**src/rtl/vga_scanout_if.sv**
```systemverilog
// Pixel FIFO read port and VGA DAC outputs of the scanout block.
// master = scanout side, slave = FIFO/DAC environment.
interface vga_scanout_if;
    logic [1:0]  fifo_dout;
    logic        fifo_empty;
    logic        fifo_rd_en;
    logic        hsync;
    logic        vsync;
    logic [11:0] vga_rgb;
    logic        synced;
    logic        frame_start;
    logic        underflow;

    modport master (
        input  fifo_dout,
        input  fifo_empty,
        output fifo_rd_en,
        output hsync,
        output vsync,
        output vga_rgb,
        output synced,
        output frame_start,
        output underflow
    );

    modport slave (
        output fifo_dout,
        output fifo_empty,
        input  fifo_rd_en,
        input  hsync,
        input  vsync,
        input  vga_rgb,
        input  synced,
        input  frame_start,
        input  underflow
    );
endinterface

```
**src/rtl/vga_scanout.sv**
```systemverilog
// VGA scanout: pops 1-bit pixels from a FWFT FIFO, aligns frames on the sof mark
// and drives registered hsync/vsync/RGB444 for the DAC.
module vga_scanout #(
    parameter int          PIX_DIV  = 2,
    parameter int          H_ACTIVE = 640,
    parameter int          H_FP     = 16,
    parameter int          H_SYNC   = 96,
    parameter int          H_BP     = 48,
    parameter int          V_ACTIVE = 480,
    parameter int          V_FP     = 10,
    parameter int          V_SYNC   = 2,
    parameter int          V_BP     = 33,
    parameter logic [11:0] FG_COLOR = 12'hFFF,
    parameter logic [11:0] BG_COLOR = 12'h000
) (
    input logic          clk,
    input logic          rst,
    vga_scanout_if.master bus
);
    localparam int H_TOTAL = H_ACTIVE + H_FP + H_SYNC + H_BP;
    localparam int V_TOTAL = V_ACTIVE + V_FP + V_SYNC + V_BP;
    localparam int HW      = $clog2(H_TOTAL);
    localparam int VW      = $clog2(V_TOTAL);
    localparam int DW      = (PIX_DIV > 1) ? $clog2(PIX_DIV) : 1;
    localparam int HS_BEG  = H_ACTIVE + H_FP;
    localparam int HS_END  = HS_BEG + H_SYNC;
    localparam int VS_BEG  = V_ACTIVE + V_FP;
    localparam int VS_END  = VS_BEG + V_SYNC;

    typedef enum logic [1:0] {
        HUNT = 2'd0,
        WAIT = 2'd1,
        RUN  = 2'd2
    } state_t;

    state_t        state;
    logic [DW-1:0] div_cnt;
    logic [HW-1:0] h_cnt;
    logic [VW-1:0] v_cnt;

    logic pix_ce, active, at_origin, frame_end;
    logic head_sof, head_pix, sof_ok;
    logic run_slot, run_pop, hunt_pop;

    logic        hsync_q, vsync_q, synced_q, frame_start_q, underflow_q;
    logic [11:0] rgb_q;

    always_comb begin
        pix_ce    = (div_cnt == DW'(PIX_DIV - 1));
        active    = (int'(h_cnt) < H_ACTIVE) && (int'(v_cnt) < V_ACTIVE);
        at_origin = (h_cnt == '0) && (v_cnt == '0);
        frame_end = (int'(h_cnt) == H_TOTAL - 1) && (int'(v_cnt) == V_TOTAL - 1);
        head_sof  = bus.fifo_dout[1];
        head_pix  = bus.fifo_dout[0];
        // sof must appear exactly on pixel (0,0) and nowhere else
        sof_ok    = (head_sof == at_origin);
        run_slot  = (state == RUN) && pix_ce && active;
        run_pop   = run_slot && !bus.fifo_empty && sof_ok;
        hunt_pop  = (state == HUNT) && !bus.fifo_empty && !head_sof;
    end

    assign bus.fifo_rd_en  = !rst && (run_pop || hunt_pop);
    assign bus.hsync       = hsync_q;
    assign bus.vsync       = vsync_q;
    assign bus.vga_rgb     = rgb_q;
    assign bus.synced      = synced_q;
    assign bus.frame_start = frame_start_q;
    assign bus.underflow   = underflow_q;

    always_ff @(posedge clk or posedge rst) begin
        if (rst) begin
            div_cnt <= '0;
            h_cnt   <= '0;
            v_cnt   <= '0;
        end else if (pix_ce) begin
            div_cnt <= '0;
            if (int'(h_cnt) == H_TOTAL - 1) begin
                h_cnt <= '0;
                if (int'(v_cnt) == V_TOTAL - 1) begin
                    v_cnt <= '0;
                end else begin
                    v_cnt <= v_cnt + 1'b1;
                end
            end else begin
                h_cnt <= h_cnt + 1'b1;
            end
        end else begin
            div_cnt <= div_cnt + 1'b1;
        end
    end

    always_ff @(posedge clk or posedge rst) begin
        if (rst) begin
            state         <= HUNT;
            hsync_q       <= 1'b1;
            vsync_q       <= 1'b1;
            rgb_q         <= BG_COLOR;
            synced_q      <= 1'b0;
            frame_start_q <= 1'b0;
            underflow_q   <= 1'b0;
        end else begin
            frame_start_q <= 1'b0;
            case (state)
                HUNT: begin
                    if (!bus.fifo_empty && head_sof) begin
                        state <= WAIT;
                    end
                end
                WAIT: begin
                    if (pix_ce && frame_end) begin
                        state    <= RUN;
                        synced_q <= 1'b1;
                    end
                end
                RUN: begin
                    // a refused active slot is either an underflow or a misaligned sof
                    if (run_slot && !run_pop) begin
                        state    <= HUNT;
                        synced_q <= 1'b0;
                        if (bus.fifo_empty) begin
                            underflow_q <= 1'b1;
                        end
                    end
                end
                default: begin
                    state    <= HUNT;
                    synced_q <= 1'b0;
                end
            endcase

            if (pix_ce) begin
                hsync_q       <= !((int'(h_cnt) >= HS_BEG) && (int'(h_cnt) < HS_END));
                vsync_q       <= !((int'(v_cnt) >= VS_BEG) && (int'(v_cnt) < VS_END));
                rgb_q         <= (run_pop && head_pix) ? FG_COLOR : BG_COLOR;
                frame_start_q <= run_pop && at_origin;
            end
        end
    end
endmodule

```
**src/flat_wrapper.sv**
```systemverilog
// flat-port wrapper written by rule: the top's interface ports become plain ports
module vga_scanout_flat 
#(
    parameter int          PIX_DIV  = 2,
    parameter int          H_ACTIVE = 640,
    parameter int          H_FP     = 16,
    parameter int          H_SYNC   = 96,
    parameter int          H_BP     = 48,
    parameter int          V_ACTIVE = 480,
    parameter int          V_FP     = 10,
    parameter int          V_SYNC   = 2,
    parameter int          V_BP     = 33,
    parameter logic [11:0] FG_COLOR = 12'hFFF,
    parameter logic [11:0] BG_COLOR = 12'h000
)
  (clk, rst, bus_fifo_dout, bus_fifo_empty, bus_fifo_rd_en, bus_hsync, bus_vsync, bus_vga_rgb, bus_synced, bus_frame_start, bus_underflow);
  vga_scanout_if bus_i ();
  input logic clk;
  input logic rst;
  input wire logic [$bits(bus_i.fifo_dout)-1:0] bus_fifo_dout;
  input wire logic [$bits(bus_i.fifo_empty)-1:0] bus_fifo_empty;
  output wire logic [$bits(bus_i.fifo_rd_en)-1:0] bus_fifo_rd_en;
  output wire logic [$bits(bus_i.hsync)-1:0] bus_hsync;
  output wire logic [$bits(bus_i.vsync)-1:0] bus_vsync;
  output wire logic [$bits(bus_i.vga_rgb)-1:0] bus_vga_rgb;
  output wire logic [$bits(bus_i.synced)-1:0] bus_synced;
  output wire logic [$bits(bus_i.frame_start)-1:0] bus_frame_start;
  output wire logic [$bits(bus_i.underflow)-1:0] bus_underflow;
  assign bus_i.fifo_dout = bus_fifo_dout;
  assign bus_i.fifo_empty = bus_fifo_empty;
  assign bus_fifo_rd_en = bus_i.fifo_rd_en;
  assign bus_hsync = bus_i.hsync;
  assign bus_vsync = bus_i.vsync;
  assign bus_vga_rgb = bus_i.vga_rgb;
  assign bus_synced = bus_i.synced;
  assign bus_frame_start = bus_i.frame_start;
  assign bus_underflow = bus_i.underflow;
  vga_scanout #(.PIX_DIV(PIX_DIV), .H_ACTIVE(H_ACTIVE), .H_FP(H_FP), .H_SYNC(H_SYNC), .H_BP(H_BP), .V_ACTIVE(V_ACTIVE), .V_FP(V_FP), .V_SYNC(V_SYNC), .V_BP(V_BP), .FG_COLOR(FG_COLOR), .BG_COLOR(BG_COLOR)) u_core (.clk(clk), .rst(rst), .bus(bus_i));
endmodule
```
**config.mk**
```make
export PLATFORM = sky130hd
export DESIGN_NAME = vga_scanout_flat
export DESIGN_NICKNAME = d
export VERILOG_FILES = /design/src/rtl/vga_scanout_if.sv /design/src/rtl/vga_scanout.sv /design/src/flat_wrapper.sv
export SDC_FILE = /design/constraint.sdc
export NUM_CORES = 1
export LEC_CHECK = 0
export CORE_UTILIZATION = 45
export DETAILED_ROUTE_END_ITERATION = 12
export DONT_BUFFER_PORTS = 1
export GPL_TIMING_DRIVEN = 0
export HOLD_SLACK_MARGIN = 0.12
export SETUP_SLACK_MARGIN = 0.15
export SLEW_MARGIN = 20
export SYNTH_ARGS = -nofsm -noshare
export SYNTH_HDL_FRONTEND = slang
export SYNTH_SLANG_ARGS = --single-unit
```
**constraint.sdc**
```tcl
create_clock -name clk -period 2.1 [get_ports clk]
set_clock_uncertainty 0.15 [all_clocks]
set_input_delay 0.105 -clock clk [delete_from_list [all_inputs] [get_ports clk]]
set_output_delay 0.105 -clock clk [all_outputs]
set_load 0.01 [all_outputs]
```
## Word level (Yosys, flattened, before mapping)

Index checks and enable logic that the tools add are counted.

- Register bits after elaboration: 40
- Bits of input ports: 5
- Output and inout bits: 18
- Word-level logic and storage cells: 71

- Add/sub/neg operators: 3
- $lt $le $gt $ge: 6
- Eq/ne operators: 8
- Muxes and demuxes: 12
- Bitwise gates (word level): 1
- Reduce and logical (&&, ||, !) cells: 31

Operators with widths:

| cell | number |
|---|---|
| $add A10 B1 Y10 const B | 2 |
| $logic_not A10 Y1 | 2 |
| $lt A10 B10 Y1 const B | 2 |
| $lt A10 B9 Y1 const B | 2 |
| $mux W10 | 2 |
| $logic_and A1 B1 Y1 | 17 |
| $mux W12 | 1 |
| $eq A10 B10 Y1 const B | 1 |
| $eq A10 B9 Y1 const B | 1 |
| $ge A10 B10 Y1 const B | 1 |
| $ge A10 B9 Y1 const B | 1 |
| $reduce_and A3 Y1 | 3 |
| $logic_not A1 Y1 | 6 |
| $mux W2 | 3 |
| $pmux W2 S3 | 1 |
| $mux W1 | 4 |
| $ne A2 B2 Y1 const B | 2 |
| $pmux W1 S3 | 1 |
| $eq A2 B1 Y1 const B | 1 |
| $eq A2 B2 Y1 const B | 1 |
| $logic_not A2 Y1 | 1 |
| $ne A2 B1 Y1 const B | 1 |
| $reduce_and A2 Y1 | 1 |
| $add A1 B1 Y1 const B | 1 |
| other kinds (3) | 3 |

## Depth between registers and ports, before layout

- Word-level depth: 9
- Mapped depth: 7
- Depth with buffers taken out: 7

## Least setup slack after synthesis

Ideal clock, no wire load.

- Path type: register to register
- Start point: register u_core.h_cnt[0]
- End point: register u_core.v_cnt[7]
- Setup time: 0.075 ns
- Arrival: 1.780 ns
- Data required time: 1.875 ns
- Setup slack: 0.095 ns
- Cell stages (with the launch flop): 8
- Buffers on the path: 1
- Period minus slack after synthesis: 2.005 ns
- Cell sequence: dfrtp_1 > ha_1 > nand4_4 > or4_4 > buf_6 > nor2_4 > and3_1 > xor2_2

- Cells in the longest elaborated chain, start to end: 2

Ends and longest elaborated chain:

| item | RTL line | RTL |
|---|---|---|
| from (decl) | vga_scanout.sv:38 | `logic [HW-1:0] h_cnt;` |
| from (signal assigned) | vga_scanout.sv:85 | `h_cnt <= h_cnt + 1'b1;` |
| $eq A10 B9 Y1 | vga_scanout.sv:77 | `if (int'(h_cnt) == H_TOTAL - 1) begin` |
| $reduce_and A2 Y1 (no source line) | -- |  |
| to (signal assigned) | vga_scanout.sv:82 | `v_cnt <= v_cnt + 1'b1;` |
| to (decl) | vga_scanout.sv:39 | `logic [VW-1:0] v_cnt;` |

No other way between the ends.
A chain may end at the register's enable or synchronous reset.

## Worst setup path after layout

- Start point: register u_core.v_cnt[4]
- End point: output port bus_fifo_rd_en

- Cells in the longest elaborated chain, start to end: 7
- Elaborated cells on any way between the ends: 10
- Those cells by class: 1 x order compare; 1 x eq/ne; 8 x reduce/logical

Ends and longest elaborated chain:

| item | RTL line | RTL |
|---|---|---|
| $lt A10 B9 Y1 | vga_scanout.sv:50 | `active = (int'(h_cnt) < H_ACTIVE) && (int'(v_cnt) < V_ACTIVE);` |
| $logic_and A1 B1 Y1 | vga_scanout.sv:50 |  |
| $logic_and A1 B1 Y1 | vga_scanout.sv:57 | `run_slot = (state == RUN) && pix_ce && active;` |
| $logic_and A1 B1 Y1 | vga_scanout.sv:58 | `run_pop = run_slot && !bus.fifo_empty && sof_ok;` |
| $logic_and A1 B1 Y1 (*) | vga_scanout.sv:58 |  |
| $logic_or A1 B1 Y1 (*) | vga_scanout.sv:62 | `assign bus.fifo_rd_en = !rst && (run_pop \|\| hunt_pop);` |
| $logic_and A1 B1 Y1 (*) | vga_scanout.sv:62 |  |
| to (decl) | flat_wrapper.sv:22 | `output wire logic [$bits(bus_i.fifo_rd_en)-1:0] bus_fifo_rd_en;` |

Every way passes the cells marked *; elsewhere a longest branch is shown, timed or not.

==> run_results.csv <==
group,metric,value,unit
status,outcome,"finished with violations",
status,violations,"setup timing",
logic_synthesis,synth_top_cell_area_share,43.06,%
cts,cts.path.max_buffers,2,
floorplan,die_w,61.05,µm
cells_and_area,nets,201,
floorplan,io_pins,23,
cells_and_area,fillers,278,
pwr,swShare,27.60,%
sta,max_freq,0.4583,GHz
sta,slew_viol_final,0,
logic_synthesis,syn-num-nets,169,
floorplan,num_rows,21,
detailed_routing,vias,1282,
pwr,pwr-share-clk,33.0,%
cells_and_area,antenna_cells,0,
critical_path,cp_num_buf_inv,0,
pwr,power,1.190,mW
detailed_routing,drt_iter0_markers,50,
critical_path,crit_path_max_incr_delay,0.43,ns
critical_path,setup.worst_path.class,"flip-flop to output pin",
grt,grt_pass1_wl,5313,µm
cells_and_area,seqCellArea,733.2,µm²
floorplan,die_area,3727,µm²
critical_path,worst_path_max_delay_cell,"dfrtp_2",
critical_path,worst_ep_arrival_time,1.93,ns
detailed_routing,ant_nets,0,
placed_design,place_area,1634,µm²
critical_path,path_delay_family,"simple AND/OR/NAND/NOR gates",
critical_path,critical_path_required,1.85,ns
logic_synthesis,yosys-top-cells-area,"dfrtp_1 43%, buf_4 5.3%, xnor2_1 5.0%, nor2_1 3.8%, dfstp_2 3.3%",
detailed_routing,totalWireLength,3508,µm
cts,htreeDepth,2,
cts,insertion_delay,0.33,ns
sta,fin_crit_sh,103.9,%
pwr,max-vdd-ir-drop,0.3296,mV
cells_and_area,multi_input_area,832.0,µm²
sta,finalSetupViolations,1,
logic_synthesis,syn_area,1569,µm²
sta,hold_viol_final,0,
detailed_routing,routedWlPerCell,14.68,µm
logic_synthesis,synth_seq_area_share,46.41,%
cells_and_area,syn2layout_area_growth,32.46,%
critical_path,path_cells,"nor4_4 > nand4_1 > nor4_4 > mux2i_2 > o22ai_2",
critical_path,end_kind,"output pin",
pwr,p_int,0.8613,mW
critical_path,path_max_fanout,2,
sta,slew_headroom,58.34,%
cells_and_area,drive_gt1_share,40.41,%
grt,grt_usage,20.12,%
logic_synthesis,yosysTopAreaCell,"dfrtp_1",
logic_synthesis,async_flop_share,100.0,%
logic_synthesis,ys_ff_latch,29,
pwr,p_per_area,572.4,nW/µm²
sta,max_slew.worst_pin.slew,0.6241,ns
logic_synthesis,synth.most_common_cell,"dfrtp_1",
pwr,seq_power_share,52.9,%
logic_synthesis,yosys.cell_types.count,38,
sta,rsz0062_at_grt,"true",
detailed_routing,firstDrtPassIters,6,
floorplan,initial_utilization,47.02,%
run,cap_violations,0,
grt,grt_pass1_vias,1149,
pwr,p_sw,0.3284,mW
logic_synthesis,synth-main-ff-cell,"dfrtp_1",
cts,clock_sinks,29,
cts,clk_pin_slew,0.09,ns
grt,antenna_found_initial,0,
grt,gr-total-overflow,0,
placed_design,finalWeightedCongestion,0.8050,
detailed_routing,drc_errors,0,
critical_path,start_kind,"flip-flop",
logic_synthesis,synth_edf_count,0,
critical_path,crit_top_cell,"nor4_4",
sta,min_period,2.182,ns
grt,grt_max_degree,31,
logic_synthesis,synthTopCellsByCount,"27 x dfrtp_1, 16 x nor2_1, 11 x buf_4, 11 x nand2_1, 9 x xnor2_1",
pwr,p_leak,0.9286,nW
pwr,power_frac_comb,14.1,%
detailed_routing,vias_per_cell,5.364,
sta,worst_slack,-0.08192,ns
cts,root_buffer,"clkbuf_4",
cells_and_area,fin_area,2078,µm²
floorplan,core_area,3337,µm²
logic_synthesis,syn_avg_cell_area,9.806,µm²
logic_synthesis,yosys_warnings,0,
cts,cts_buffers,5,
cts,cts_tree,"yes",
worst_hold_path,hold_class,"primary input to output pin",
placed_design,portBuffers,0,
floorplan,die_height,61.05,µm
placed_design,dp_hpwl,2024,µm
logic_synthesis,synthCells,160,
sequential cells by signal, indices dropped and copies added (netlist names):
signal / count
u_core.h_cnt: 10
u_core.bus.hsync: 1
u_core.v_cnt: 10
u_core.state: 2
u_core.bus.vga_rgb: 1
u_core.bus.underflow: 1
u_core.div_cnt: 1
u_core.bus.vsync: 1
u_core.bus.frame_start: 1
u_core.bus.synced: 1
metrics by stage:
| stage | worst slack, ns | hold slack (ns) | utilization [%] | cells | setup TNS (ns) |
|---|---|---|---|---|---|
| floorplan | 0.1545 | 0.03993 | - | 160 | 0 |
| global placement | -0.2742 | 0.07915 | 48.97 | 206 | -1.106 |
| detailed placement | -0.2808 | 0.08522 | 48.97 | 206 | -1.219 |
| CTS | -0.08311 | -0.1725 | 60.03 | 236 | -0.08311 |
| global route | -0.1926 | 0.1534 | 62.28 | 239 | -0.2449 |
| finish | -0.08192 | 0.1438 | 62.28 | 239 | -0.08192 |
worst paths after layout:
| check | from | end | slack [ns] | cells after the start |
|---|---|---|---|---|
| worst max register to register | u_core.v_cnt[4] | u_core.bus.vga_rgb[10] | 0.06 | 7 |
| max in group asynchronous | rst | u_core.v_cnt[4] | 1.17 | 2 |
| worst max-delay path | u_core.v_cnt[4] | bus_fifo_rd_en | -0.08 | 5 |
| worst min-delay path | rst | bus_fifo_rd_en | 0.14 | 1 |
| min in group asynchronous | rst | u_core.state[0] | 0.18 | 2 |
| worst min register to register | u_core.bus.hsync | u_core.bus.hsync | 0.37 | 2 |
timing repair:
item                                    CTS  global route
endpoints found under the hold margin    33            29
hold buffers                              3             1
resized for setup                        28            19
buffers inserted                         19             2
endpoints found under the setup margin   17            16
pin swaps                                12             7
cell usage in the layout (no fill, tap or decap), drive strengths merged:
cell type / count
o21ai: 8
xor2: 7
buf: 36
inv: 7
mux2i: 1
dlygate4sd3: 4
ha: 4
nand2: 11
nand3b: 1
o31ai: 2
o31a: 1
nor4b: 1
nor4: 6
a21o: 1
dfstp: 2
nand4b: 2
nand4: 7
o22ai: 1
dfrtp: 27
and3: 7
clkinv: 1
nor2b: 2
a21oi: 5
or4: 1
nor3: 3
nor2: 19
o2bb2ai: 1
xnor2: 9
clkbuf: 9
nand2b: 2
nand3: 5
final cells by class:
| class | instances | share of cell area, % |
|---|---|---|
| Clock inverter | 1 | 0.2408 |
| Buffer | 17 | 6.863 |
| Multi-Input combinational cell | 107 | 40.04 |
| Timing Repair Buffer | 25 | 10.42 |
| Inverter | 7 | 1.264 |
| Tap cell | 46 | 2.769 |
| Clock buffer | 7 | 3.131 |
| Sequential cell | 29 | 35.28 |
metal layers:
| layer | share of wire [%] | track usage [%] |
|---|---|---|
| met4 | 1.3 | 10.06 |
| met2 | 51 | 31.68 |
| met5 | 0 | 0 |
| met3 | 4.1 | 5.462 |
| met1 | 44 | 25.50 |
power by group through the flow:
stage	registers [mW]	logic (mW)	clock network, mW
4_1_cts	0.622	0.150	0.398
6_report	0.630	0.167	0.393
5_1_grt	0.632	0.187	0.426
3_5_place_dp	0.630	0.135	0
3_3_place_gp	0.629	0.132	0
2_1_floorplan	0.622	0.117	0
worst reg2reg max path, stage by stage (launching register included):
cell	delay [ns]
dfrtp_2	0.43
nor4_4	0.32
nand4_1	0.18
nor4_4	0.24
mux2i_2	0.31
buf_4	0.15
buf_4	0.11
o2bb2ai_1	0.06
kinds of logic after synthesis:
| family | synth area share, % |
|---|---|
| simple gates | 24.24 |
| flops | 46.41 |
| buf+inv | 9.011 |
| compound gates | 7.097 |
| xor+xnor | 9.410 |
| fa+ha+maj | 3.190 |
| mux | 0.6380 |
No activity file was read; power rests on OpenSTA's default activity.
